<file path="src/rtl/instr_fetch_unit.sv">
// MIPS instruction fetch unit: owns PC/IR, fetches over a req/ack handshake,
// exposes decoded IR fields and commits the next PC when the decoder retires.
module instr_fetch_unit #(
  parameter logic [31:0] RESET_PC = 32'h0000_3000
) (
  input  logic        clk,
  input  logic        rst,
  input  logic [1:0]  NPCOp,
  input  logic        Zero,
  input  logic        PCWr,
  output logic        imem_req,
  output logic [31:0] imem_addr,
  input  logic        imem_ack,
  input  logic [31:0] imem_rdata,
  output logic [5:0]  OP,
  output logic [5:0]  Funct,
  output logic [4:0]  rs,
  output logic [4:0]  rt,
  output logic [4:0]  rd,
  output logic [15:0] Imm16,
  output logic [25:0] Imm26,
  output logic [31:0] PC,
  output logic [31:0] PC4,
  output logic        instr_valid,
  output logic [31:0] InstrCnt
);

  localparam logic [1:0] ST_IDLE  = 2'd0;
  localparam logic [1:0] ST_FETCH = 2'd1;
  localparam logic [1:0] ST_EXEC  = 2'd2;

  localparam logic [1:0] NPC_SEQ    = 2'b00;
  localparam logic [1:0] NPC_BRANCH = 2'b01;
  localparam logic [1:0] NPC_JUMP   = 2'b10;

  typedef struct packed {
    logic [5:0]  op;
    logic [4:0]  rs;
    logic [4:0]  rt;
    logic [4:0]  rd;
    logic [4:0]  shamt;
    logic [5:0]  funct;
  } ir_t;

  logic [1:0]  state, state_nxt;
  logic [31:0] pc, cnt;
  ir_t         ir;
  logic [31:0] pc_plus4, br_off, br_tgt, jmp_tgt, npc;
  logic        fetch_done, retire;

  // Acks are only meaningful while a request is outstanding.
  assign fetch_done = (state == ST_FETCH) && imem_ack;
  assign retire     = (state == ST_EXEC) && PCWr;

  always_comb begin
    state_nxt = state;
    case (state)
      ST_IDLE:  state_nxt = ST_FETCH;
      ST_FETCH: if (imem_ack) state_nxt = ST_EXEC;
      ST_EXEC:  if (PCWr) state_nxt = ST_FETCH;
      default:  state_nxt = ST_IDLE;
    endcase
  end

  assign pc_plus4 = pc + 32'd4;
  assign br_off   = {{14{ir[15]}}, ir[15:0], 2'b00};
  assign br_tgt   = pc_plus4 + br_off;
  assign jmp_tgt  = {pc_plus4[31:28], ir[25:0], 2'b00};

  // Reserved select 11 falls through to sequential.
  always_comb begin
    npc = pc_plus4;
    case (NPCOp)
      NPC_SEQ:    npc = pc_plus4;
      NPC_BRANCH: npc = Zero ? br_tgt : pc_plus4;
      NPC_JUMP:   npc = jmp_tgt;
      default:    npc = pc_plus4;
    endcase
  end

  always_ff @(posedge clk) begin
    if (rst) begin
      state <= ST_IDLE;
      pc    <= RESET_PC;
      ir    <= '0;
      cnt   <= '0;
    end else begin
      state <= state_nxt;
      if (fetch_done) ir <= imem_rdata;
      if (retire) begin
        pc  <= npc;
        cnt <= cnt + 32'd1;
      end
    end
  end

  assign imem_req    = (state == ST_FETCH);
  assign imem_addr   = pc;
  assign instr_valid = (state == ST_EXEC);

  assign OP       = ir.op;
  assign rs       = ir.rs;
  assign rt       = ir.rt;
  assign rd       = ir.rd;
  assign Funct    = ir.funct;
  assign Imm16    = ir[15:0];
  assign Imm26    = ir[25:0];
  assign PC       = pc;
  assign PC4      = pc_plus4;
  assign InstrCnt = cnt;

endmodule

</file>
<file path="config.mk">
export PLATFORM = sky130hd
export DESIGN_NAME = instr_fetch_unit
export DESIGN_NICKNAME = d
export VERILOG_FILES = /design/src/rtl/instr_fetch_unit.sv
export SDC_FILE = /design/constraint.sdc
export NUM_CORES = 1
export LEC_CHECK = 0
export ABC_AREA = 1
export CORE_UTILIZATION = 50
export DETAILED_ROUTE_END_ITERATION = 6
export PLACE_DENSITY = 0.79
export SLEW_MARGIN = 20
export SYNTH_ARGS = -nofsm -noshare
export SYNTH_HDL_FRONTEND = slang
export SYNTH_SLANG_ARGS = --single-unit
</file>
<file path="constraint.sdc">
create_clock -name clk -period 3.85 [get_ports clk]
set_input_delay 0.77 -clock clk [delete_from_list [all_inputs] [get_ports clk]]
set_output_delay 0.77 -clock clk [all_outputs]
set_load 0.01 [all_outputs]
</file>
# After elaboration in Yosys (flattened, before gate mapping)
# Index checks and enable logic that the tools add are counted.
[totals] regBits=98
[classes] n_mux=5 addsub=3 n_eq_ne=6 reduce_logical=4
[op_table] op="$pmux W32 S2" count=1
[op_table] op="$add A32 B1 Y32 const B" count=1
[op_table] op="$add A32 B3 Y32 const B" count=1
[op_table] op="$add A32 B32 Y32" count=1
[op_table] op="$mux W32" count=1
[op_table] op="$pmux W2 S3" count=1
[op_table] op="$eq A2 B1 Y1 const B" count=2
[op_table] op="$eq A2 B2 Y1 const B" count=2
[op_table] op="$mux W2" count=2
[op_table] op="$logic_and A1 B1 Y1" count=2
[op_table] op="$logic_not A2 Y1" count=1
[op_table] op="$ne A2 B1 Y1 const B" count=1
[op_table] op="$ne A2 B2 Y1 const B" count=1
[op_table] op="$reduce_and A2 Y1" count=1

# Longest topological paths before layout
[logic_depth] depth_word=4 mapped_depth=23

# Least setup slack after synthesis
# OpenSTA, ideal clock, no wires.
[synth_timing] kind="reg2reg" start="register pc[2], in the netlist PC[2]" end="register pc[30], in the netlist PC[30]" stages_incl_launch_ff=20 path_buffers=0 t_arrival_ns=2.785 setup_slack_ns=0.946 required_time_ns=3.730 synth_period_minus_slack_ns=2.904 cell_sequence="dfxtp_1 -> ha_1 -> nand2_1 -> nor2_1 -> nand2_2 -> nor3_4 -> nand2_2 -> nor2_2 -> xor2_2 -> inv_1 -> ha_1 -> inv_1 -> nor3_1 -> nand2_1 -> nor3_1 -> nand2_1 -> nand3_1 -> nand2_1 -> o21bai_1 -> a21oi_1"
[synth_between] elab_chain_cells=4
[synth_lines] item="start, declared" line="46" text="logic [31:0] pc, cnt;"
[synth_lines] item="start signal, assigned" line="91" text="pc <= npc;"
[synth_lines] item="$add A32 B3 Y32" line="65" text="assign pc_plus4 = pc + 32'd4;"
[synth_lines] item="via PC4[28]" line="23" text="output logic [31:0] PC4,"
[synth_lines] item="$add A32 B32 Y32" line="67" text="assign br_tgt = pc_plus4 + br_off;"
[synth_lines] item="$mux W32" line="75" text="NPC_BRANCH: npc = Zero ? br_tgt : pc_plus4;"
[synth_lines] item="$pmux W32 S2" line="73" text="case (NPCOp)"
# The timed path passes the listed nets, and every way through them passes these cells.
# A chain may end at the register's enable or synchronous reset.

# Final worst setup path
[layout_timing] start="register pc[2], in the netlist PC[2]" end="register pc[22], in the netlist PC[22]"
[layout_between] elab_chain_cells=4
[layout_lines] item="$add A32 B3 Y32 *" line="65"
[layout_lines] item="$add A32 B32 Y32" line="67"
[layout_lines] item="$mux W32" line="75"
[layout_lines] item="$pmux W32 S2 *" line="73"
# Every way passes the cells marked *; elsewhere a longest branch is shown, timed or not.

==> results_dict.tcl <==
set metrics [dict create \
    synth_top_area_cell "dfxtp_1" \
    hpwl_mm 24.9 \
    start_util_pct 51.2 \
    multi_input_area_um2 5100 \
    worstSetupEndpoint "PC[22]" \
    vias 9787 \
    drtPass1Iterations 5 \
    rsz0062_at_grt "false" \
    fp.dieH_um 132 \
    yosysWarningCount 0 \
    synth-seq-cells 96 \
    overflow 0 \
    rr_endpoint "PC[22]" \
    wl_per_cell_um 17.4 \
    fill_cells 1594 \
    period_minus_slack_ns 3.63 \
    critPathTopFamily "simple AND/OR/NAND/NOR gates" \
    via_per_inst 5.42 \
    synth_cell_types 46 \
    core_um2 16600 \
    cpMostUsedCell "nand2_1" \
    critPathBufInv 2 \
    layout-drive-gt1-share_pct 5.36 \
    worst_pin_slew_ns 0.908 \
    cts-root-buf "clkbuf_16" \
    ys_seq_area_share_pct 22.6 \
    min_period_over_period_pct 94.2 \
    nets 1660 \
    setup_viol 0 \
    run_status "completed" \
    cp-end-kind "flop" \
    max-vdd-ir-drop_uv 275 \
    p_leak_uw 0.00466 \
    start_kind "flop" \
    initialDrtViolationCount 849 \
    final_hold_viol_count 0 \
    cts_tree "yes" \
    clock-sinks 96 \
    io_pins 238 \
    p_int_uw 1710 \
    dieArea_um2 17500 \
    post_cts_buffers 0 \
    cp.arrival_ns 3.83 \
    rr_worst_depth 19 \
    holdBufCountCts 0 \
    crit_chain "ha_1 -> nand3_2 -> nor2_4 -> nand3b_1 -> nor2_1 -> xor2_1 -> inv_1 -> ha_1 -> nand2_1 -> nor2_1 -> inv_1 -> nor2_1 -> nand3_1 -> nand4_1 -> nand3_1 -> nand2_1 -> nand2_1 -> nand2_1 -> a21oi_1" \
    synth_area_um2 8490 \
    synth_edf_count 0 \
    ant_nets 0 \
    seq_power_share_pct 42.7 \
    die_w_um 132 \
    netlist_instances 1429 \
    avgSynthCellArea_um2 5.94 \
    synthFlopType "dfxtp_1" \
    antenna_found_initial 0 \
    io_buffers 231 \
    place.gp.congestion 0.975 \
    cts_buffers 9 \
    cts_max_level 3 \
    row_count 47 \
    grt.total_usage_pct 35.6 \
    crit_fanout 6 \
    cts.path.max_buffers 2 \
    slew_violations 0 \
    max_stage_delay_ns 0.43 \
    crit_required_ns 4.06 \
    switching_share_pct 31.4 \
    power.density_nw_per_um2 230 \
    insertedDiodeCount 0 \
    worstSetupStartpoint "PC[2]" \
    relSlewSlack_pct 39.4 \
    cts.clk_slew.worst_paths_ns 0.07 \
    crit_cells 19 \
    fin_util_pct 65.3 \
    fin_skew_ns 0.00799 \
    worstSetupPathType "reg -> reg" \
    clock_latency_ns 0.36 \
    pwr-share-comb_pct 20.6 \
    synthArstFlopShare_pct 0 \
    r2r_start "PC[2]" \
    syn2layout_area_growth_pct 27.6 \
    slowest_stage "dfxtp_1" \
    grt_pass1_wl_mm 48.4 \
    hold_path_class "reg -> reg" \
    synth_area_leaders "dfxtp_1 23%, nand2_1 18%, inv_1 8.8%, a21oi_1 8.1%, buf_4 6.5%" \
    grt_max_degree 71 \
    seq_area_um2 1920 \
    p_clk_share_pct 36.7 \
    r2r_setup_slack_ns 0.22 \
    setup_tns_ns 0 \
    p_sw_uw 783 \
    drc 0 \
    synth_top_cell_area_share_pct 22.6 \
    max_freq_mhz 276 \
    maxCapViolCount 0 \
    drt-total-wl_mm 31.4 \
    grt_pass1_vias 8887 \
    ctsResizeCount 0 \
]
[cell usage in the layout (no fill, tap or decap), drive strengths merged, types with 3 or more instances in the layout]
cell type	instances
nand2	416
clkdlybuf4s50	230
inv	212
a21oi	141
nor2	122
nand3	106
dfxtp	96
o21ai	60
ha	39
nor3	32
nand4	24
xor2	21
buf	20
clkbuf	10
o21bai	9
conb	6
a31oi	5
xnor2	4
nor4	4
a211oi	3
and2	3
o32ai	3
[final cells by class]
type                    count  area share, %
inverters                 209           7.24
clock inverters             6          0.566
well taps                 220           2.54
flip-flops and latches     96           17.7
repair buffers            250           22.6
clock buffers              10           2.21
multi-input cells        1015           47.1
[worst min path at each step]
stage | startpoint | endpoint | cells after the start
2_1_floorplan | OP[0] | OP[0] | 2
3_3_place_gp | OP[3] | OP[3] | 2
3_5_place_dp | OP[4] | OP[4] | 2
4_1_cts | OP[4] | OP[4] | 2
5_1_grt | OP[0] | OP[0] | 2
6_report | OP[4] | OP[4] | 2
[layer usage]
layer / wire length, um / vias up / part of all wire [%] / global-route usage [%]
li1: - / 4804 / - / -
met1: 13400 / 4409 / 43 / 47.7
met2: 13900 / 511 / 44 / 56.1
met3: 3060 / 63 / 9.8 / 7.80
met4: 951 / 0 / 3.0 / 12.6
met5: 0 / - / 0 / 0
[kinds of logic (layout without fill, tap and decap cells)]
family                   Yosys count  after routing  share of synthesized area (%)
flip-flops                        96             96                           22.6
AO/OA/AOI/OAI                    230            230                           14.5
other                              1              6                         0.0442
XOR/XNOR                          25             25                           2.76
adder cells (fa/ha/maj)           40             40                           5.98
buffers and inverters            323            475                           17.6
AND/OR/NAND/NOR                  714            714                           36.4
[per-stage QoR]
step / instance area (um^2) / worst slack (ns) / cells / power (uW) / hold slack, ns
finish: 10800 / 0.225 / 1806 / 2490 / 0.466
global route: 10800 / 0.0213 / 1806 / 2590 / 0.486
CTS: 10800 / 0.245 / 1806 / 2500 / 0.468
detailed placement: 10500 / 0.276 / 1790 / 1590 / 0.457
global placement: 10500 / 0.207 / 1790 / 1590 / 0.448
floorplan: 8510 / 0.946 / 1434 / 1380 / 0.486
[Yosys cell counts (2+ instances only)]
cell      instances
inv_2            11
o21ai_1          25
nor2_2            8
a211oi_1          3
nor3_2            4
xor2_1           19
ha_1             39
nand3b_1          2
nor4_1            4
buf_1             5
nand2_2           8
o211ai_1          2
a21oi_1         138
and3_1            2
o32ai_1           3
xor2_2            2
clkbuf_1         34
inv_1           198
nand4_1          24
o21a_1            2
xnor2_1           4
nand3_1         102
a31oi_1           5
dfxtp_1          96
nand2_1         408
a21oi_2           3
nor2_1          111
nor3_1           25
o21bai_1          9
o21ai_0          35
and2_1            3
a221oi_1          2
buf_4            73
nor2_4            3
nor3_4            3
nand3_2           4
[flip-flops by register name, indices dropped and copies added, names as in the netlist]
signal    count
InstrCnt     32
PC           30
Funct         6
OP            6
Imm16         5
rd            5
rs            5
rt            5
state         2
[power groups by stage]
| stage | combinational, uW | sequential (uW) | clock [uW] |
|---|---|---|---|
| after global placement | 502 | 1090 | 0 |
| after CTS | 508 | 1060 | 924 |
| after floorplan | 296 | 1080 | 0 |
| final | 513 | 1070 | 916 |
| after global routing | 556 | 1070 | 963 |
| after detailed placement | 505 | 1090 | 0 |
[worst reg2reg max path: stages, from the launching register on]
cell      delay, ns
dfxtp_1        0.43
ha_1           0.26
nand3_2        0.19
nor2_4         0.21
nand3b_1       0.13
nor2_1         0.13
xor2_1         0.31
inv_1          0.15
ha_1           0.32
nand2_1        0.10
nor2_1         0.24
inv_1          0.09
nor2_1         0.19
nand3_1        0.18
nand4_1        0.13
nand3_1        0.12
nand2_1        0.09
nand2_1        0.05
nand2_1        0.10
a21oi_1        0.06
(Power assumes the default switching activity.)
